### src/rtl/halftone_level_quantizer_if.sv
// Pixel, level and threshold-programming bus for the halftone level quantizer.
interface halftone_level_quantizer_if #(
    parameter int IN_W = 11,
    parameter int LW   = 2,
    parameter int AW   = 3
);
    logic            in_valid;
    logic [IN_W-1:0] g;
    logic            invert;
    logic            out_valid;
    logic [LW-1:0]   level;
    logic            thr_we;
    logic [AW-1:0]   thr_addr;
    logic [IN_W-1:0] thr_wdata;
    logic [IN_W-1:0] thr_rdata;
    logic            commit;

    modport master (
        output in_valid, g, invert, thr_we, thr_addr, thr_wdata, commit,
        input  out_valid, level, thr_rdata
    );

    modport slave (
        input  in_valid, g, invert, thr_we, thr_addr, thr_wdata, commit,
        output out_valid, level, thr_rdata
    );
endinterface

### src/rtl/halftone_level_quantizer.sv
// Two-stage grey-level quantizer: level = MIN_LEVEL + number of active
// thresholds strictly below g (or its mirror when invert is set).
// Thresholds are double-buffered so a frame only ever sees one set.
module halftone_level_quantizer #(
    parameter int IN_W       = 11,
    parameter int NUM_THRESH = 2,
    parameter int LW         = 2,
    parameter int MIN_LEVEL  = 1,
    parameter int AW         = 3,
    parameter logic [NUM_THRESH*IN_W-1:0] THRESH_INIT = {11'd1300, 11'd700}
) (
    input logic                    clk,
    input logic                    reset,
    halftone_level_quantizer_if.slave bus
);

    logic [NUM_THRESH-1:0][IN_W-1:0] shadow;
    logic [NUM_THRESH-1:0][IN_W-1:0] active;
    logic [IN_W-1:0]                 rd_mux;
    logic [IN_W-1:0]                 rdata_q;

    logic [NUM_THRESH-1:0] gt_n;
    logic [NUM_THRESH-1:0] gt1;
    logic                  inv1;
    logic [1:0]            vld_pipe;   // [0] = stage 1, [1] = output stage
    logic [LW-1:0]         cnt;
    logic [LW-1:0]         lvl_n;
    logic [LW-1:0]         level_q;

    // Read-back mux; addresses past the last threshold read as zero.
    always_comb begin
        rd_mux = '0;
        for (int k = 0; k < NUM_THRESH; k++)
            if (bus.thr_addr == AW'(k)) rd_mux = shadow[k];
    end

    // Shadow writes, commit copy and registered read-back. Commit copies the
    // pre-edge shadow, so a same-cycle write waits for the next commit.
    always_ff @(posedge clk or posedge reset) begin
        if (reset) begin
            shadow  <= THRESH_INIT;
            active  <= THRESH_INIT;
            rdata_q <= '0;
        end else begin
            for (int k = 0; k < NUM_THRESH; k++)
                if (bus.thr_we && bus.thr_addr == AW'(k)) shadow[k] <= bus.thr_wdata;
            if (bus.commit) active <= shadow;
            rdata_q <= rd_mux;
        end
    end

    // One strict unsigned compare per active threshold.
    always_comb begin
        gt_n = '0;
        for (int k = 0; k < NUM_THRESH; k++)
            gt_n[k] = bus.g > active[k];
    end

    // Stage 1: capture compare vector and mode alongside the pixel.
    always_ff @(posedge clk or posedge reset) begin
        if (reset) begin
            vld_pipe[0] <= 1'b0;
            gt1         <= '0;
            inv1        <= 1'b0;
        end else begin
            vld_pipe[0] <= bus.in_valid;
            gt1         <= gt_n;
            inv1        <= bus.invert;
        end
    end

    // Popcount of the stage-1 compares, then map to a level at LW bits.
    always_comb begin
        cnt = '0;
        for (int k = 0; k < NUM_THRESH; k++)
            cnt = cnt + LW'(gt1[k]);
        lvl_n = inv1 ? (LW'(MIN_LEVEL + NUM_THRESH) - cnt)
                     : (LW'(MIN_LEVEL) + cnt);
    end

    // Stage 2: level updates only for valid pixels and holds otherwise.
    always_ff @(posedge clk or posedge reset) begin
        if (reset) begin
            vld_pipe[1] <= 1'b0;
            level_q     <= '0;
        end else begin
            vld_pipe[1] <= vld_pipe[0];
            if (vld_pipe[0]) level_q <= lvl_n;
        end
    end

    assign bus.out_valid = vld_pipe[1];
    assign bus.level     = level_q;
    assign bus.thr_rdata = rdata_q;

endmodule

### src/flat_wrapper.sv
// flat-port wrapper written by rule: the top's interface ports become plain ports
module halftone_level_quantizer_flat 
#(
    parameter int IN_W       = 11,
    parameter int NUM_THRESH = 2,
    parameter int LW         = 2,
    parameter int MIN_LEVEL  = 1,
    parameter int AW         = 3,
    parameter logic [NUM_THRESH*IN_W-1:0] THRESH_INIT = {11'd1300, 11'd700}
)
  (clk, reset, bus_in_valid, bus_g, bus_invert, bus_thr_we, bus_thr_addr, bus_thr_wdata, bus_commit, bus_out_valid, bus_level, bus_thr_rdata);
  halftone_level_quantizer_if #(.IN_W(IN_W), .LW(LW), .AW(AW)) bus_i ();
  input logic clk;
  input logic reset;
  input wire logic [$bits(bus_i.in_valid)-1:0] bus_in_valid;
  input wire logic [$bits(bus_i.g)-1:0] bus_g;
  input wire logic [$bits(bus_i.invert)-1:0] bus_invert;
  input wire logic [$bits(bus_i.thr_we)-1:0] bus_thr_we;
  input wire logic [$bits(bus_i.thr_addr)-1:0] bus_thr_addr;
  input wire logic [$bits(bus_i.thr_wdata)-1:0] bus_thr_wdata;
  input wire logic [$bits(bus_i.commit)-1:0] bus_commit;
  output wire logic [$bits(bus_i.out_valid)-1:0] bus_out_valid;
  output wire logic [$bits(bus_i.level)-1:0] bus_level;
  output wire logic [$bits(bus_i.thr_rdata)-1:0] bus_thr_rdata;
  assign bus_i.in_valid = bus_in_valid;
  assign bus_i.g = bus_g;
  assign bus_i.invert = bus_invert;
  assign bus_i.thr_we = bus_thr_we;
  assign bus_i.thr_addr = bus_thr_addr;
  assign bus_i.thr_wdata = bus_thr_wdata;
  assign bus_i.commit = bus_commit;
  assign bus_out_valid = bus_i.out_valid;
  assign bus_level = bus_i.level;
  assign bus_thr_rdata = bus_i.thr_rdata;
  halftone_level_quantizer #(.IN_W(IN_W), .NUM_THRESH(NUM_THRESH), .LW(LW), .MIN_LEVEL(MIN_LEVEL), .AW(AW), .THRESH_INIT(THRESH_INIT)) u_core (.clk(clk), .reset(reset), .bus(bus_i));
endmodule
### config.mk
export PLATFORM = sky130hd
export DESIGN_NAME = halftone_level_quantizer_flat
export DESIGN_NICKNAME = d
export VERILOG_FILES = /design/src/rtl/halftone_level_quantizer_if.sv /design/src/rtl/halftone_level_quantizer.sv /design/src/flat_wrapper.sv
export SDC_FILE = /design/constraint.sdc
export NUM_CORES = 1
export LEC_CHECK = 0
export CORE_MARGIN = 4
export CORE_UTILIZATION = 34
export CTS_CLUSTER_DIAMETER = 150
export CTS_CLUSTER_SIZE = 40
export DETAILED_ROUTE_END_ITERATION = 8
export SYNTH_ARGS = -nofsm -noshare
export SYNTH_HDL_FRONTEND = slang
export SYNTH_SLANG_ARGS = --single-unit
### constraint.sdc
create_clock -name clk -period 4 [get_ports clk]
set_input_delay 0.4 -clock clk [delete_from_list [all_inputs] [get_ports clk]]
set_output_delay 0.4 -clock clk [all_outputs]
set_load 0.005 [all_outputs]
==> summary.md, run 1 <==
| Metric | Value |
|---|---|
| Outcome | `finished, final reports clean` |
| DRC | `0` |
| Met2 Use GR | `0.220` |
| Port Buffers | `44` |
| Worst Setup Path Type | `input pin to flop` |
| Worst EP required | `4.22 ns` |
| Fmax | `423 MHz` |
| Startpoint Class | `input pin` |
| Crit path DAT | `2.59 ns` |
| Skew-Pair Late Insertion Delay | `0.34 ns` |
| PD cells | `486 nW/um^2` |
| Post-synthesis sequential area ratio | `0.551` |
| Crit-path slowest cell | `nor3b_2` |
| Cts hold-fix bufs | `0` |
| Synthesized area | `2860 um^2` |
| Cell Chain, Critical Path | `clkdlybuf4s50_1, nor3b_2, mux2_2` |
| Largest net degree at the start of global routing | `49` |
| First-pass GRT wire length | `9930 um` |
| Post-synth EDFFs | `0` |
| Max_cap viols | `0` |
| Wirelength, routed | `~6200 um` |
| Crit Path Max Fanout | `13` |
| Number of global-route vias before repair | `1945` |
| Die height | `approximately 100 um` |
| RSZ-0062 raised after global routing | `no` |
| Switching Share | `0.266` |
| Clk_skew | `0.00853 ns` |
| Clock network power share | `0.316` |
| Post-synth top flop | `dfrtp_1` |
| Core area | `roughly 8200 um^2` |
| Post-CTS Setup Inserts | `0` |
| RePlAce Congestion | `0.731` |
| Post-synthesis async set-or-reset flop share | `1.00` |
| Gate count of the mapped netlist | `244` |
| DR vias/cell | `4.73` |
| Reg2Reg Depth | `6` |
| Critical path's largest stage delay | `0.94 ns` |
| GRT Residual Overflow | `0` |
| DR pass1 iterations | `4` |
| Post-synthesis cell type count | `26` |
| Initial Utilization | `0.348` |
| Pint | `1.28 mW` |
| Final setup TNS | `0 ns` |
| Tot GR Track Use | `0.134` |
| Final #Nets | `347` |
| Share of the synthesized area in the top cell type | `0.367` |
| Psw | `0.467 mW` |
| Antenna violations before repair | `0` |
| Post-synth top area cell | `dfrtp_1` |
| Max H-tree Level | `3` |
| Starting DRT DRC Count | `77` |
| Final ANT Viol Nets | `0` |
| I/O pin count | `45` |
| Clk pin slew, worst setup/hold paths | `0.06 ns` |
| Most frequent cells in the layout | `44 x clkdlybuf4s50_1, 42 x dfrtp_1, 25 x mux2_2, 24 x ha_1, 23 x inv_1` |
| Slew @ Worst Pin | `between 0.9 and 1 ns` |
| Die X | `approximately 100 um` |
| Rel. slew slack | `0.353` |
| Final Hold Fails | `0` |
| Met1 GRT Util | `0.162` |
| Via total after detailed routing | `1900` |
| Tcrit/Tclk final | `0.591` |
| Post-cts repair resize count | `0` |
| # diodes | `0` |
| Syn. warnings | `0` |
| Top cells by area, synth | `dfrtp_1 37%, dfstp_2 18%, ha_1 10%, mux2_2 9.8%, mux2i_1 4.2%` |
| Pins Over Slew Limit | `0` |
| Met3 Resource Use GR | `0.0470` |
| CTS tree | `built` |
| CTS Root Cell | `clkbuf_8` |
| Final Core Density | `0.438` |
| Sequential power share | `0.479` |
| Pleak | `1.61 nW` |
| Area delta synth->final | `25.9%` |
| Hold Crit Depth | `0` |
| Flops & latches, synth | `between 60 and 70` |
| Worst vdd ir | `0.280 mV` |
| Crit end category | `flop` |
| Hold Path Class | `flop to flop` |
| Comb pwr share | `0.205` |
| Most common cell after layout, fill and taps aside | `clkdlybuf4s50_1` |
| CTS Sinks | `62` |
| Hold_ws | `0.465 ns` |
| Share of cells above drive strength 1 | `0.222` |
| Avg WL per Cell | `15.4 um` |
| Row count | `33` |
| Final setup viols | `0` |
| Period minus WS final | `2.36 ns` |
| Dpl hpwl | `4580 um` |
| Die ar. | `a little under 10000 um^2` |
| Cts bufs inserted | `9` |
| Deepest clock path buffer count | `2` |
| GRT Max-Usage Layer | `met2` |
| Syn nets | `299` |
| Syn Area/Cell | `11.7 um^2` |
==> worst max-delay path: cells and delay by family <==
family        cells  cell delay, ns
mux               1            0.41
simple gates      1            0.94
buf+inv           1            0.82
==> cell type report <==
cell class                      count  area [um^2]
Fill cell                         769         4610
Sequential cell                    62         1580
Multi-Input combinational cell    149         1150
Timing Repair Buffer               46          455
Clock buffer                       12          155
Tap cell                          105          131
Inverter                           24         90.1
Clock inverter                      4         45.0
==> stage by stage <==
stage	setup slack, ns	area (um^2)	std cells	power (mW)
3_3_place_gp	1.35	3400	386	1.20
4_1_cts	1.64	3600	402	1.78
5_1_grt	1.52	3600	402	1.86
6_report	1.64	3600	402	1.75
2_1_floorplan	2.09	2860	244	1.06
3_5_place_dp	1.28	3400	386	1.22
==> power groups by stage <==
| stage | Clock, mW | Sequential (mW) | Combinational (mW) |
|---|---|---|---|
| 6_report | 0.553 | 0.838 | 0.360 |
| 5_1_grt | 0.599 | 0.853 | 0.410 |
| 3_3_place_gp | 0 | 0.847 | 0.351 |
| 3_5_place_dp | 0 | 0.851 | 0.365 |
| 2_1_floorplan | 0 | 0.832 | 0.232 |
| 4_1_cts | 0.571 | 0.839 | 0.368 |
==> sequential cells by signal, summed over array words and instances, names as in the netlist <==
register,cells
u_core.active,22
u_core.bus.level,2
u_core.bus.out_valid,1
u_core.bus.thr_rdata,11
u_core.gt1,2
u_core.inv1,1
u_core.shadow,22
u_core.vld_pipe,1
==> final timing paths <==
check | endpoint | from | slack [ns]
setup / recovery | u_core.shadow[0]$_DFFE_PP0P_ | bus_thr_addr[0] | 1.64
hold / removal | u_core.bus.out_valid$_DFF_PP0_ | u_core.vld_pipe[0]$_DFF_PP0_ | 0.46
setup reg to reg | u_core.gt1[1]$_DFF_PP0_ | u_core.active[21]$_DFFE_PP1P_ | 2.39
hold reg to reg | u_core.bus.out_valid$_DFF_PP0_ | u_core.vld_pipe[0]$_DFF_PP0_ | 0.46
max in group asynchronous | u_core.active[4]$_DFFE_PP1P_ | reset | 2.56
min in group asynchronous | u_core.bus.thr_rdata[8]$_DFF_PP0_ | reset | 0.60
==> per-layer routing <==
| metal | vias to the layer above | wire length (um) |
|---|---|---|
| li1 | 925 | - |
| met1 | 919 | 2760 |
| met2 | 50 | 3090 |
| met3 | 6 | 232 |
| met4 | 0 | 93 |
| met5 | - | 0 |
==> synth_stat cells, types with 4 or more instances <==
master,number
dfstp_2,20
ha_1,24
dfrtp_1,42
nor2_1,16
inv_1,24
mux2i_1,12
a21oi_1,7
mux2_2,25
nand4_1,4
clkbuf_1,6
nand2_1,21
a211oi_1,4
o21ai_0,22
==> logic make-up after synthesis <==
family / synth area share
mux: 0.140
compound gates: 0.0717
buf+inv: 0.0477
flops: 0.551
simple gates: 0.0844
fa+ha+maj: 0.105
Note: power is estimated with default switching activity, not from simulation.
==> run 2, diff against run 1 <==
==> constraint.sdc (replaced) <==
create_clock -name clk -period 2.35 [get_ports clk]
set_input_delay 0.235 -clock clk [delete_from_list [all_inputs] [get_ports clk]]
set_output_delay 0.235 -clock clk [all_outputs]
set_load 0.005 [all_outputs]
==> run 2 against run 1 <==
  * Highest routed layer unchanged
  * Hold slack lost 0.19 ns
  * Clock-buffer cell count is 2 higher
  * Wire length down 8.2%
==> summary.md, run 2 (synthesized netlist as in run 1, its figures left out) <==
| Metric | Value |
|---|---|
| Antenna violations before repair | `0 (unchanged)` |
| Reg2Reg Depth | `6 (unchanged)` |
| Crit end category | `flop` |
| Final setup viols | `0 (unchanged)` |
| RSZ-0062 raised after global routing | `no` |
| Fmax | `618 MHz` |
| Sequential power share | `0.494 (+0.015)` |
| DRC | `0 (unchanged)` |
| Final #Nets | `350 (+0.86%)` |
| Core area | `8220 um^2 (unchanged)` |
| Cts hold-fix bufs | `0 (unchanged)` |
| Pint | `2.11 mW (+64%)` |
| Psw | `0.764 mW (+64%)` |
| Most common cell after layout, fill and taps aside | `clkdlybuf4s50_1` |
| Final ANT Viol Nets | `0 (unchanged)` |
| Comb pwr share | `0.212 (+0.007)` |
| DR pass1 iterations | `4 (unchanged)` |
| CTS Root Cell | `clkbuf_8` |
| Crit path DAT | `1.83 ns (-0.76 ns)` |
| Row count | `33 (unchanged)` |
| Largest net degree at the start of global routing | `63 (+29%)` |
| Most frequent cells in the layout | `44 x clkdlybuf4s50_1, 42 x dfrtp_1, 25 x mux2_2, 24 x ha_1, 23 x inv_1` |
| Via total after detailed routing | `1886 (-0.74%)` |
| FF-to-FF End | `u_core.gt1[0]$_DFF_PP0_` |
| Worst vdd ir | `0.335 mV (+20%)` |
| Cell Area, Placed | `3440 um^2 (+1.0%)` |
| DR vias/cell | `4.67 (-1.2%)` |
| Pins Over Slew Limit | `0 (unchanged)` |
| CTS tree | `built` |
| RePlAce Congestion | `0.788 (+7.8%)` |
| Die height | `99.7 um (unchanged)` |
| Worst Setup Path Type | `flop to flop` |
| I/O pin count | `45 (unchanged)` |
| Final Cell Area | `3610 um^2 (+0.35%)` |
| Outcome | `finished, final reports clean` |
| Startpoint Class | `flop` |
| Starting DRT DRC Count | `86 (+12%)` |
| Final setup TNS | `0 ns (unchanged)` |
| Clock network power share | `0.294 (-0.022)` |
| Cts bufs inserted | `9 (unchanged)` |
| Wirelength, routed | `5670 um (-8.2%)` |
| Post-cts repair resize count | `0 (unchanged)` |
| Met3 WL | `280 um (+21%)` |
| Deepest clock path buffer count | `2 (unchanged)` |
| Die ar. | `9950 um^2 (unchanged)` |
| Reg2reg start | `u_core.active[4]$_DFFE_PP1P_` |
| Met2 routed WL | `2710 um (-12%)` |
| Clk pin slew, worst setup/hold paths | `0.07 ns (about the same)` |
| Avg WL per Cell | `14.0 um (-8.7%)` |
| Post-CTS Setup Inserts | `0 (unchanged)` |
| CTS Sinks | `62 (unchanged)` |
| Dpl hpwl | `4130 um (-9.9%)` |
| Area delta synth->final | `26.3%` |
| Period minus WS final | `1.62 ns` |
| Final Hold Fails | `0 (unchanged)` |
| Final Core Density | `0.440 (+0.00152)` |
| Crit Path Max Fanout | `2 (-11)` |
| Number of global-route vias before repair | `1928 (-0.87%)` |
| # diodes | `0 (unchanged)` |
| Tot GR Track Use | `0.128 (-0.00619)` |
| Share of cells above drive strength 1 | `0.224 (+0.00186)` |
| Max_cap viols | `0 (unchanged)` |
| Port Buffers | `44 (unchanged)` |
| Max H-tree Level | `3 (unchanged)` |
| GRT Residual Overflow | `0 (unchanged)` |
| Metal-1 WL | `2570 um (-7.0%)` |
| Switching Share | `0.266 (-0.000666)` |
| Skew-Pair Late Insertion Delay | `0.34 ns (about the same)` |
| DR top layer | `met4` |
| PD cells | `795 nW/um^2 (+64%)` |
| Worst EP required | `2.56 ns (-1.66 ns)` |
| Clk_skew | `0.00728 ns (-0.00124 ns)` |
| Pleak | `1.61 nW (+0.37%)` |
| Tcrit/Tclk final | `0.689` |
| Slew @ Worst Pin | `0.426 ns (-0.543 ns)` |
| Hold Path Class | `input pin to asynchronous set/reset pin` |
| First-pass GRT wire length | `9560 um (-3.7%)` |
| R2r setup slk | `0.73 ns (-1.66 ns)` |
| Die X | `99.7 um (unchanged)` |
| Rel. slew slack | `0.715 (+0.362)` |
| Initial Utilization | `0.348 (unchanged)` |
==> run 2: power by group through the flow <==
stage / Clock [mW] / Sequential, mW / Combinational, mW
floorplan: 0 / 1.42 / 0.395
global placement: 0 / 1.43 / 0.606
detailed placement: 0 / 1.44 / 0.616
CTS: 0.877 / 1.42 / 0.621
global route: 0.926 / 1.45 / 0.707
finish: 0.845 / 1.42 / 0.609
==> run 2: layer usage <==
layer,GRT usage,up-vias
li1,-,932
met1,0.161,904
met2,0.198,39
met3,0.0442,11
met4,0.0567,0
met5,0,-
==> run 2: how the worst max path moves through the flow <==
stage / startpoint / slack [ns] / endpoint / depth (start not counted)
2_1_floorplan: reset / 0.61 / u_core.active[0]$_DFFE_PP0P_ / 1
3_3_place_gp: bus_thr_addr[1] / 0.49 / u_core.shadow[0]$_DFFE_PP0P_ / 5
3_5_place_dp: bus_thr_addr[1] / 0.46 / u_core.shadow[0]$_DFFE_PP0P_ / 5
4_1_cts: u_core.active[4]$_DFFE_PP1P_ / 0.73 / u_core.gt1[0]$_DFF_PP0_ / 6
5_1_grt: u_core.active[4]$_DFFE_PP1P_ / 0.57 / u_core.gt1[0]$_DFF_PP0_ / 6
6_report: u_core.active[4]$_DFFE_PP1P_ / 0.73 / u_core.gt1[0]$_DFF_PP0_ / 6
==> run 2: layout make-up <==
cell class                 count  area (um^2)
tap                          105          131
fill                         800         4600
clock buffer                  14          173
inverter                      24         90.1
multi-input combinational    149         1150
sequential                    62         1580
timing repair buffer          49          490
clock inverter                 1         5.00
==> run 2: worst max-delay path, cell delays in order (launching register included) <==
cell,delay [ns]
dfstp_2,0.51
inv_1,0.04
ha_1,0.28
a211oi_1,0.20
nor2_1,0.10
o31ai_1,0.25
a22oi_1,0.11
==> run 2: through the flow <==
step                      power (mW)  hold WS (ns)  setup slack (ns)  std cells
final                           2.87         0.271             0.732        404
after global routing            3.08         0.305             0.568        404
after floorplan                 1.81         0.266             0.607        244
after CTS                       2.92         0.277             0.730        404
after global placement          2.04         0.431             0.492        389
after detailed placement        2.06         0.432             0.462        389
==> run 3, diff against run 2 <==
==> constraint.sdc (replaced) <==
create_clock -name clk -period 1.43 [get_ports clk]
set_input_delay 0.143 -clock clk [delete_from_list [all_inputs] [get_ports clk]]
set_output_delay 0.143 -clock clk [all_outputs]
set_load 0.005 [all_outputs]
==> run 3 against run 2 <==
  * The flow now finishes with violations (setup timing)
  * Sequential power rose by 65%
  * Clock-buffer cell count is 2 lower
  * Non-clock buffer count grew 10
  * Cell count up 2.7%
  * First-iteration DRC count decreased by 81%
  * Critical path depth is the same
  * Critical endpoint unchanged
  * Largest cell class unchanged
==> summary.md, run 3 (synthesized netlist as in run 1, its figures left out) <==
| Metric | Value |
|---|---|
| Failing checks | `setup timing` |
| Starting DRT DRC Count | `16 (-81%)` |
| Clk pin slew, worst setup/hold paths | `0.07 ns (about the same)` |
| Antenna violations before repair | `0 (unchanged)` |
| Final Hold Fails | `0 (unchanged)` |
| Area occupied by multi-input gates | `1280 um^2 (+12%)` |
| Fmax | `661 MHz (+7.0%)` |
| First-pass GRT wire length | `9980 um (+4.3%)` |
| Via total after detailed routing | `1903 (+0.90%)` |
| Crit Path Max Fanout | `2 (unchanged)` |
| Number of global-route vias before repair | `2035 (+5.5%)` |
| Most frequent cells in the layout | `44 x clkdlybuf4s50_1, 42 x dfrtp_1, 25 x mux2_2, 21 x nand2_1, 21 x o21ai_0` |
| Pre-CTS setup slack | `-0.277 ns (-0.739 ns)` |
| Tcrit/Tclk final | `1.06 (+0.369)` |
| Cell family with most CP delay | `flip-flops` |
| PD cells | `1340 nW/um^2 (+69%)` |
| Initial Utilization | `0.348 (unchanged)` |
| Worst vdd ir | `0.522 mV (+56%)` |
| Largest net degree at the start of global routing | `63 (unchanged)` |
| Placed cell count | `397 (+2.1%)` |
| Max H-tree Level | `3 (unchanged)` |
| DR vias/cell | `4.59 (-1.8%)` |
| Die X | `99.7 um (unchanged)` |
| Die ar. | `9950 um^2 (unchanged)` |
| Startpoint Class | `flop` |
| RSZ-0062 raised after global routing | `yes` |
| GRT Residual Overflow | `0 (unchanged)` |
| Crit path DAT | `1.72 ns (-0.11 ns)` |
| Crit end category | `flop` |
| Worst EP required | `1.64 ns (-0.92 ns)` |
| Area delta synth->final | `36.0%` |
| Setup ws final | `-0.0817 ns (-0.813 ns)` |
| Cts bufs inserted | `9 (unchanged)` |
| Crit-path slowest cell | `dfstp_2` |
| Clk_skew | `0.00573 ns (-0.00156 ns)` |
| Final setup TNS | `-0.149 ns (-0.149 ns)` |
| Final #Nets | `360 (+2.9%)` |
| DRC | `0 (unchanged)` |
| Pleak | `1.68 nW (+4.3%)` |
| Port Buffers | `44 (unchanged)` |
| I/O pin count | `45 (unchanged)` |
| Skew-Pair Late Insertion Delay | `0.34 ns (about the same)` |
| Hold_ws | `0.231 ns (-0.0395 ns)` |
| Worst Path Buf+Inv | `1 (unchanged)` |
| Final ANT Viol Nets | `0 (unchanged)` |
| Avg WL per Cell | `14.2 um (+1.1%)` |
| Core area | `8220 um^2 (unchanged)` |
| Worst Setup Path Type | `flop to flop` |
| Tot GR Track Use | `0.131 (+0.00361)` |
| Final setup viols | `2 (+2)` |
| CTS Sinks | `62 (unchanged)` |
| Wirelength, routed | `5890 um (+3.9%)` |
| CTS Root Cell | `clkbuf_8` |
| Reg area | `1580 um^2 (unchanged)` |
| Most common cell after layout, fill and taps aside | `clkdlybuf4s50_1` |
| Die height | `99.7 um (unchanged)` |
| Max_cap viols | `0 (unchanged)` |
| CTS tree | `built` |
| Slew @ Worst Pin | `0.336 ns (-0.0894 ns)` |
| Pins Over Slew Limit | `0 (unchanged)` |
| # diodes | `0 (unchanged)` |
| Fillers | `749 (-6.4%)` |
| Share of cells above drive strength 1 | `0.319 (+0.0953)` |
| Hold Path Class | `input pin to asynchronous set/reset pin` |
| Critical path's largest stage delay | `0.53 ns (+0.02 ns)` |
| Deepest clock path buffer count | `2 (unchanged)` |
| DR pass1 iterations | `4 (unchanged)` |
| Rel. slew slack | `0.776 (+0.0605)` |
| Row count | `33 (unchanged)` |
| Period minus WS final | `1.51 ns (-0.107 ns)` |
| Fin cells | `415 (+2.7%)` |
| Cts hold-fix bufs | `0 (unchanged)` |
| Outcome | `finished, violations left` |
| Cell Chain, Critical Path | `inv_2, ha_4, a211oi_2, nor2_1, o31ai_2, a22oi_1` |
| Final Core Density | `0.474 (+0.0338)` |
| Dpl hpwl | `3990 um (-3.2%)` |
| RePlAce Congestion | `0.828 (+5.1%)` |
-- run 3: cell types whose count changed in the layout (fill, tap and decap cells not counted), sizes merged --
cell	before	now
clkinvlp	0	1
bufinv	0	2
clkinv	1	2
buf	5	15
clkbuf	14	12
inv	24	23
-- run 3: power breakdown --
| part | leakage (nW) | internal (mW) | switching, mW | total, mW |
|---|---|---|---|---|
| clock network | 0.110 | 1.02 | 0.645 | 1.67 |
| registers | 0.731 | 2.17 | 0.172 | 2.34 |
| logic | 0.840 | 0.668 | 0.539 | 1.21 |
| total | 1.68 | 3.86 | 1.36 | 5.22 |
-- run 3: metal layers --
metal  part of all wire  global-route usage
met2               0.47               0.203
met4             0.0036              0.0410
met3              0.048              0.0449
met5                  0                   0
met1               0.48               0.173
-- run 3: per-stage QoR --
| step | cell area (um^2) | total power, mW |
|---|---|---|
| 2_1_floorplan | 2880 | 2.99 |
| 6_report | 3890 | 5.22 |
| 3_3_place_gp | 3540 | 3.41 |
| 3_5_place_dp | 3540 | 3.45 |
| 4_1_cts | 3840 | 5.20 |
| 5_1_grt | 3890 | 5.56 |
-- run 3: final timing paths --
| path | to | depth (start not counted) | startpoint | slack [ns] |
|---|---|---|---|---|
| max in group asynchronous | u_core.active[3]$_DFFE_PP1P_ | 3 | reset | 0.86 |
| hold / removal | u_core.bus.thr_rdata[2]$_DFF_PP0_ | 3 | reset | 0.23 |
| setup reg to reg | u_core.gt1[0]$_DFF_PP0_ | 6 | u_core.active[4]$_DFFE_PP1P_ | -0.08 |
| min in group clk | u_core.vld_pipe[0]$_DFF_PP0_ | 1 | bus_in_valid | 0.26 |
| setup / recovery | u_core.gt1[0]$_DFF_PP0_ | 6 | u_core.active[4]$_DFFE_PP1P_ | -0.08 |
| hold reg to reg | u_core.bus.out_valid$_DFF_PP0_ | 0 | u_core.vld_pipe[0]$_DFF_PP0_ | 0.45 |
-- run 3: cell type report --
type / count / area share
Tap cell: 105 / 0.0338
Sequential cell: 62 / 0.405
Inverter: 24 / 0.0241
Timing Repair Buffer: 59 / 0.152
Multi-Input combinational cell: 149 / 0.330
Clock inverter: 4 / 0.0180
Clock buffer: 12 / 0.0373
-- run 3: repair_timing --
item                       CTS  global route
gates resized for setup     12             8
setup buffers                0             2
pin swaps                   10            11
setup endpoints to repair    2             2
-- run 3: worst register-to-register path: cells and delay by family (launching register included) --
| family | cells | cell delay [ns] |
|---|---|---|
| AO/OA/AOI/OAI | 3 | 0.50 |
| adder cells (fa/ha/maj) | 1 | 0.23 |
| AND/OR/NAND/NOR | 1 | 0.08 |
| buffers and inverters | 1 | 0.05 |
| flip-flops | 1 | 0.53 |
